## src/rtl/xbar_socket_1n.sv

```systemverilog
// xbar_socket_1n
//   1-to-N TL-UL device-side socket. Each host A-channel request is decoded
//   against per-device base/mask pairs and steered to exactly one device, or
//   to an internal error responder when no device claims the address.
//   Outstanding requests all target the same port, so responses come back
//   in request order without any reorder storage.
//
// Ports
//   clk_i, rst_ni           clock, asynchronous active-low reset
//   a_*_i / a_ready_o       host A channel (request)
//   d_*_o / d_ready_i       host D channel (response)
//   dev_a_valid_o           one-hot request valid per device
//   dev_a_*_o               host A fields broadcast to every device
//   dev_a_ready_i           per-device A ready
//   dev_d_*_i               per-device D channel, packed N-wide
//   dev_d_ready_o           D ready, only towards the pending device
//
// Error responder states
//   state    | meaning
//   ERR_IDLE | no error response owed, can accept an unmapped request
//   ERR_RESP | presenting the error response, waiting for d_ready_i
module xbar_socket_1n #(
  parameter int N              = 12,
  parameter int AW             = 32,
  parameter int DW             = 32,
  parameter int SW             = 8,
  parameter int MaxOutstanding = 4,
  parameter logic [N-1:0][AW-1:0] AddrSpace = '0,
  parameter logic [N-1:0][AW-1:0] AddrMask  = {N{AW'(32'h0000ffff)}}
) (
  input  logic              clk_i,
  input  logic              rst_ni,
  input  logic              a_valid_i,
  input  logic [2:0]        a_opcode_i,
  input  logic [AW-1:0]     a_address_i,
  input  logic [DW-1:0]     a_data_i,
  input  logic [DW/8-1:0]   a_mask_i,
  input  logic [SW-1:0]     a_source_i,
  output logic              a_ready_o,
  output logic              d_valid_o,
  output logic [2:0]        d_opcode_o,
  output logic [DW-1:0]     d_data_o,
  output logic [SW-1:0]     d_source_o,
  output logic              d_error_o,
  input  logic              d_ready_i,
  output logic [N-1:0]      dev_a_valid_o,
  output logic [2:0]        dev_a_opcode_o,
  output logic [AW-1:0]     dev_a_address_o,
  output logic [DW-1:0]     dev_a_data_o,
  output logic [DW/8-1:0]   dev_a_mask_o,
  output logic [SW-1:0]     dev_a_source_o,
  input  logic [N-1:0]      dev_a_ready_i,
  input  logic [N-1:0]      dev_d_valid_i,
  input  logic [N*3-1:0]    dev_d_opcode_i,
  input  logic [N*DW-1:0]   dev_d_data_i,
  input  logic [N*SW-1:0]   dev_d_source_i,
  input  logic [N-1:0]      dev_d_error_i,
  output logic [N-1:0]      dev_d_ready_o
);

  localparam int TW = $clog2(N + 1);
  localparam int CW = 4;
  localparam logic [2:0] OpGet = 3'd4;

  typedef logic [TW-1:0] tgt_t;
  localparam tgt_t ErrTgt = tgt_t'(N);

  typedef enum logic {ERR_IDLE, ERR_RESP} err_state_t;

  err_state_t      err_state, err_next;
  logic [SW-1:0]   err_source;
  logic            err_get;
  logic [CW-1:0]   count;
  tgt_t            pending;
  tgt_t            sel;
  logic            dev_rdy_sel;
  logic            tgt_ready;
  logic            has_room;
  logic            issue;
  logic            accept;
  logic            d_hs;
  logic            busy;

  // Lowest index wins: scan downwards so the last hit is the smallest index.
  always_comb begin
    sel = ErrTgt;
    for (int i = N - 1; i >= 0; i--) begin
      if ((a_address_i & ~AddrMask[i]) == AddrSpace[i]) sel = tgt_t'(i);
    end
  end

  always_comb begin
    dev_rdy_sel = 1'b0;
    for (int i = 0; i < N; i++) begin
      if (sel == tgt_t'(i)) dev_rdy_sel = dev_a_ready_i[i];
    end
  end

  assign busy      = (count != '0);
  assign tgt_ready = (sel == ErrTgt) ? (err_state == ERR_IDLE) : dev_rdy_sel;
  // Registered count only; a response completing this cycle does not unstall.
  assign has_room  = (count < CW'(MaxOutstanding)) && (!busy || (sel == pending));
  // rst_ni gating keeps the handshake outputs low throughout reset.
  assign issue     = rst_ni && a_valid_i && has_room;
  assign accept    = issue && tgt_ready;
  assign a_ready_o = accept;

  always_comb begin
    dev_a_valid_o = '0;
    for (int i = 0; i < N; i++) begin
      if (sel == tgt_t'(i)) dev_a_valid_o[i] = issue;
    end
  end

  assign dev_a_opcode_o  = a_opcode_i;
  assign dev_a_address_o = a_address_i;
  assign dev_a_data_o    = a_data_i;
  assign dev_a_mask_o    = a_mask_i;
  assign dev_a_source_o  = a_source_i;

  always_comb begin
    d_valid_o     = 1'b0;
    d_opcode_o    = 3'd0;
    d_data_o      = '0;
    d_source_o    = '0;
    d_error_o     = 1'b0;
    dev_d_ready_o = '0;
    if (busy) begin
      if (pending == ErrTgt) begin
        d_valid_o  = (err_state == ERR_RESP);
        d_error_o  = 1'b1;
        d_opcode_o = err_get ? 3'd1 : 3'd0;
        d_data_o   = err_get ? '1 : '0;
        d_source_o = err_source;
      end else begin
        for (int i = 0; i < N; i++) begin
          if (pending == tgt_t'(i)) begin
            d_valid_o        = dev_d_valid_i[i];
            d_opcode_o       = dev_d_opcode_i[i*3 +: 3];
            d_data_o         = dev_d_data_i[i*DW +: DW];
            d_source_o       = dev_d_source_i[i*SW +: SW];
            d_error_o        = dev_d_error_i[i];
            dev_d_ready_o[i] = d_ready_i;
          end
        end
      end
    end
  end

  assign d_hs = d_valid_o && d_ready_i;

  always_ff @(posedge clk_i or negedge rst_ni) begin
    if (!rst_ni) begin
      count   <= '0;
      pending <= ErrTgt;
    end else begin
      case ({accept, d_hs})
        2'b10:   count <= count + CW'(1);
        2'b01:   count <= count - CW'(1);
        default: count <= count;
      endcase
      if (accept) pending <= sel;
    end
  end

  always_ff @(posedge clk_i or negedge rst_ni) begin
    if (!rst_ni) begin
      err_state  <= ERR_IDLE;
      err_source <= '0;
      err_get    <= 1'b0;
    end else begin
      err_state <= err_next;
      if (accept && (sel == ErrTgt)) begin
        err_source <= a_source_i;
        err_get    <= (a_opcode_i == OpGet);
      end
    end
  end

  always_comb begin
    err_next = err_state;
    case (err_state)
      ERR_IDLE: if (accept && (sel == ErrTgt)) err_next = ERR_RESP;
      ERR_RESP: if (d_ready_i) err_next = ERR_IDLE;
      default:  err_next = ERR_IDLE;
    endcase
  end

endmodule

```

## config.mk

```make
export PLATFORM = sky130hd
export DESIGN_NAME = xbar_socket_1n
export DESIGN_NICKNAME = d
export VERILOG_FILES = /design/src/rtl/xbar_socket_1n.sv
export SDC_FILE = /design/constraint.sdc
export NUM_CORES = 1
export LEC_CHECK = 0
export CAP_MARGIN = 20
export CORE_AREA = 2 2 308 310
export CTS_CLUSTER_DIAMETER = 150
export DETAILED_ROUTE_END_ITERATION = 8
export DIE_AREA = 0 0 310 312
export DONT_BUFFER_PORTS = 1
export HOLD_SLACK_MARGIN = 0.12
export PLACE_DENSITY_LB_ADDON = 0.2
export SLEW_MARGIN = 20
export SYNTH_ARGS = -nofsm -noshare
export SYNTH_HDL_FRONTEND = slang
export SYNTH_SLANG_ARGS = --single-unit
```

## constraint.sdc

```tcl
create_clock -name clk_i -period 3.5 [get_ports clk_i]
set_input_delay 1.05 -clock clk_i [delete_from_list [all_inputs] [get_ports clk_i]]
set_output_delay 1.05 -clock clk_i [all_outputs]
set_load 0.005 [all_outputs]
```

; Word level (Yosys, flattened, before mapping)
; Index checks and enable logic that the tools add are counted.
[totals]
reg_bits = 18
inputBits = 635
output_inout_bits = 149
wordCells = 166
[classes]
add_sub_neg = 2
order_cmp = 1
n_eq_ne = 28
n_mux = 116
n_bitwise = 1
n_reduce_logical = 13
[ops]
columns = cell, n
row1 = 32-bit 2-to-1 mux, 15
row2 = 8-bit 2-to-1 mux, 14
row3 = 1-bit 2-to-1 mux, 68
row4 = 3-bit 2-to-1 mux, 14
row5 = 4-bit == test (second input constant), 10
row6 = 4-bit by 3-bit == test with 1-bit output (second input constant), 8
row7 = 32-bit zero test, 1
row8 = 12-bit 2-to-1 mux, 2
row9 = 4-bit by 2-bit == test with 1-bit output (second input constant), 4
row10 = 4-bit by 1-bit == test with 1-bit output (second input constant), 2
row11 = 4-bit zero test, 2
row12 = 4-bit case mux with 2 select lines, 1
row13 = 1-bit logical AND, 6
row14 = 4-bit by 1-bit adder with 4-bit output (second input constant), 1
row15 = 4-bit == test, 1
row16 = 4-bit by 3-bit less-than comparator with 1-bit output (second input constant), 1
row17 = 4-bit 2-to-1 mux, 1
row18 = 4-bit nonzero test, 1
row19 = 4-bit by 1-bit subtractor with 4-bit output (second input constant), 1
row20 = 3-bit == test (second input constant), 1
row21 = 2-bit by 1-bit == test with 1-bit output (second input constant), 1
row22 = 2-bit == test (second input constant), 1
row23 = 1-bit case mux with 2 select lines, 1
row24 = 2-bit nonzero test, 1
row25 = 3 further kinds, 3

; Logic depth before layout (Yosys ltp)
[logic_depth]
depth_word = 20
ltp_mapped = 12
ltp_nobuf = 11

; Worst setup path before layout
; Ideal clock, no wire load.
[synth_path]
kind = input to register
startpoint = in a_address_i[26]
endpoint = reg count[2]
setup_time_ps = 130
arrival_ps = 3136
t_required_ps = 3370
slack_ps = 233
stages = 12
n_path_buf = 1
path_cell_list = nor4_1 and4_1 buf_2 xnor2_1 a221o_1 ha_1 xor2_1 ha_1 a21oi_1 xor2_1 nor2_1 xor2_1
[synth_between]
elab_chain_len = 19
word_cells_on_any_way = 37
classes_between = eq/ne (15) / mux (15) / reduce/logical (7)
[synth_rtl]
columns = element, line
row1 = from (decl), 35  ; input logic [AW-1:0] a_address_i,
row2 = 32-bit zero test *, 88  ; if ((a_address_i & ~AddrMask[i]) == AddrSpace[i]) sel = tgt_t'(i);
row3 = 4-bit 2-to-1 mux *, 88
row4 = 4-bit zero test, 95  ; if (sel == tgt_t'(i)) dev_rdy_sel = dev_a_ready_i[i];
row5 = 1-bit 2-to-1 mux (12 in series), 95
row6 = 1-bit 2-to-1 mux, 100  ; assign tgt_ready = (sel == ErrTgt) ? (err_state == ERR_IDLE) : dev_rdy_sel;
row7 = 1-bit logical AND *, 105  ; assign accept = issue && tgt_ready;
row8 = 2-bit by 1-bit == test with 1-bit output or 2-bit == test (tied branches), 157  ; case ({accept, d_hs})
row9 = 4-bit case mux with 2 select lines or 2-bit nonzero test (tied branches), n/a
row10 = to (signal assigned), 158  ; 2'b10: count <= count + CW'(1);
row11 = to (signal assigned), 159  ; 2'b01: count <= count - CW'(1);
row12 = to (signal assigned), 160  ; default: count <= count;
row13 = to (decl), 73  ; logic [CW-1:0] count;
; Every way passes the cells marked *; elsewhere a longest branch is shown, timed or not.
; A chain may end at the register's enable or synchronous reset.

; Worst setup path in the final report
[layout_path]
startpoint = in a_address_i[18]
endpoint = out a_ready_o
[layout_between]
elab_chain_len = 17
word_cells_on_any_way = 33
classes_between = eq/ne (13) / mux (14) / reduce/logical (6)
[layout_rtl]
columns = element, line
row1 = 32-bit zero test *, 88
row2 = 4-bit 2-to-1 mux *, 88
row3 = 4-bit zero test, 95
row4 = 1-bit 2-to-1 mux (12 in series), 95
row5 = 1-bit 2-to-1 mux, 100
row6 = 1-bit logical AND *, 105
row7 = to (decl), 39  ; output logic a_ready_o,
; Marks and branches as above.

==> run summary <==
first-pass GRT wire length = 10,200 µm
detailed placer's ending HPWL = 7230 µm
Worst VDD drop = 259 µV
startpoint types = input pin
CTS tree = done
Die Span X = 310 µm
area grow syn2layout = 47.7%
crit path from = a_address_i[18]
Fmax = 295 MHz
grt ovf = 0
Worst R2R Path Depth = 10
maximum number of pins on one net before global-route repair = 34
IO Pins = 784
max-cap violations = 0
Async SR Flop Fraction = 100%
Tot GR Track Use = 1.57%
CP Cell Sequence = nor4_1 -> and4_1 -> buf_12 -> xnor2_1 -> a221oi_2 -> buf_4
fin nets = 801
relative slew slack = 62.5%
clock root cell = clkbuf_16
clock latency on the worst-skew pair = 0.25 ns
worst-path maximum fanout = 4
worst path bufs/invs = 2
Syn Area/Cell = 8.67 µm²
yosys warns = 0
Slew Viols, Final = 0
WS Path Type = input pin to output port
Worst path top cell family by delay = simple AND/OR/NAND/NOR gates
Pre-antenna DRT Iters = 3
setup violators final = 0
Cells after Synth = 240
Final GP Congestion = 0.594
CP max stage delay = 0.32 ns
Reg-to-Reg Start = count[2]
sequential area share after synthesis = 18.1%
row count = 112
clk buf depth = 2
Initial Util = 2.24%
Min-Delay Path Class = input pin to async pin
Num CTS Buffers = 3
Sink Count = 15
Finished Core Util = 3.31%
Post-Syn Area = 2080 µm²
Post CTS Setup Buffer Count = 0
Critical R2R Capture = count[2]
DRC Markers = 0
Tmin final = 3.39 ns
hold_buf cts = 0
placed cell area = 2970 µm²
leakage = 0.886 nW
antenna violations before repair = 1
RSZ-0062 raised after global routing = no
Yosys cell types = 37
worst reg2reg setup slack = 0.81 ns
share of cells above drive strength 1 = 21.0%
Clock transition at path regs = 0.05 ns
critical path depth = 6
Layout Skew = 0.00639 ns
status = finished, final reports clean
worst setup path end = a_ready_o
DR WL/cell = 5.83 µm
Yosys reg bits = 15
I/O Buffers = 0
DIE HEIGHT = 312 µm
Die ar. = 96,700 µm²
vias in the first global route = 1,344
final antenna-violating net count = 0
Most used DFF post-synth = dfrtp_1
ant diodes = 0
worst slew pin tran = 0.561 ns
post-route cell area = 3080 µm²
fin crit share = 96.9%
core area = 93,000 µm²
Hold Vio Cnt, Final = 0
vias = 1,297
vias per cell = 0.916
WP data arrival = 2.34 ns
DRT Wirelength = 8260 µm
number of DRC markers in iteration 0 = 11
CP Data Required Time = 2.45 ns
# H-tree levels = 1
number of synthesized flops with an enable pin = 0
CP max stage cell = nor4_1
CP endpoint kind = output port
P per Cell Area = 508 nW/µm²
-- cell usage after synthesis, drive strengths merged, types with 2 or more instances --
cell type	instances	share of area, %
a21o	33	12
a21oi	4	0.96
and2	4	1.2
buf	108	40
clkbuf	6	1.1
dfrtp	14	17
ha	3	1.8
inv	2	0.36
mux2	10	5.4
mux2i	9	4.3
nor2	15	2.8
nor3b	2	0.72
nor4	5	2.2
o21ai	3	0.72
xnor2	3	1.3
xor2	3	1.3
-- per-layer routing --
metal  vias up  global-route usage, %  wire (µm)
met5         -                      0          0
met4         0                  0.867        337
met3        45                  0.231        732
met2       172                   2.70       3780
met1       558                   1.85       3410
li1        522                      -          -
-- placed cells by master, fill, tap and decap left out, types with 2 or more instances in the layout --
master      n
nor3b_1     2
xnor2_1     3
mux2i_1     9
a21oi_1     4
o21ai_0     3
and2_1      4
clkbuf_16   3
a21o_1     33
mux2_2     10
nor4_2      3
inv_1       2
buf_4      10
nor2_1     14
xor2_1      3
ha_1        3
dfrtp_1    14
conb_1     22
-- sequential cells by signal, indices dropped and copies added (netlist names) --
| register | cells |
|---|---|
| err_source | 8 |
| count | 4 |
| err_get | 1 |
| err_state | 1 |
| pending | 1 |
-- how the worst min path moves through the flow --
stage                                to  cells past startpoint     startpoint
after CTS                      count[1]                      0         rst_ni
after global routing           count[2]                      0         rst_ni
after floorplan           err_source[0]                      1  err_source[0]
after global placement    err_source[4]                      1  err_source[4]
after detailed placement  err_source[4]                      1  err_source[4]
final                          count[1]                      0         rst_ni
-- repair_timing --
item / in CTS / in global routing
resized for setup: 2 / 2
setup endpoints to repair: 1 / 1
hold endpoints to repair: 0 / 0
-- cell type report --
cell class / instances / area (µm²)
repair buffers: 11 / 95.1
clock buffers: 4 / 78.8
multi-input cells: 130 / 948
flip-flops and latches: 15 / 377
fillers: 11142 / 90000
well taps: 1254 / 1570
inverters: 2 / 7.51
-- where the power goes --
part | total [mW] | switching, mW | internal [mW]
combinational | 0.926 | 0.551 | 0.375
sequential | 0.403 | 0.136 | 0.267
clock | 0.233 | 0.0779 | 0.155
-- logic make-up after synthesis --
kind of cell | Yosys count | synth area share [%]
simple gates | 36 | 10.9
buf+inv | 116 | 41.6
other cells | 1 | 0.180
xor+xnor | 6 | 2.52
compound gates | 44 | 15.1
fa+ha+maj | 3 | 1.80
mux | 19 | 9.74
flops | 15 | 18.1
-- through the flow --
| step | TNS (ns) | cells | power [mW] | setup slack, ns | hold WS [ns] |
|---|---|---|---|---|---|
| after floorplan | 0 | 261 | 1.13 | 0.233 | 0.479 |
| after global placement | -0.0699 | 1412 | 1.37 | -0.0699 | 0.502 |
| after detailed placement | -0.0491 | 1412 | 1.36 | -0.0366 | 0.505 |
| after CTS | 0 | 1416 | 1.61 | 0.00363 | 0.479 |
| after global routing | 0 | 1416 | 1.69 | 0.0167 | 0.474 |
| final | 0 | 1416 | 1.56 | 0.107 | 0.486 |
(Power assumes the default switching activity.)
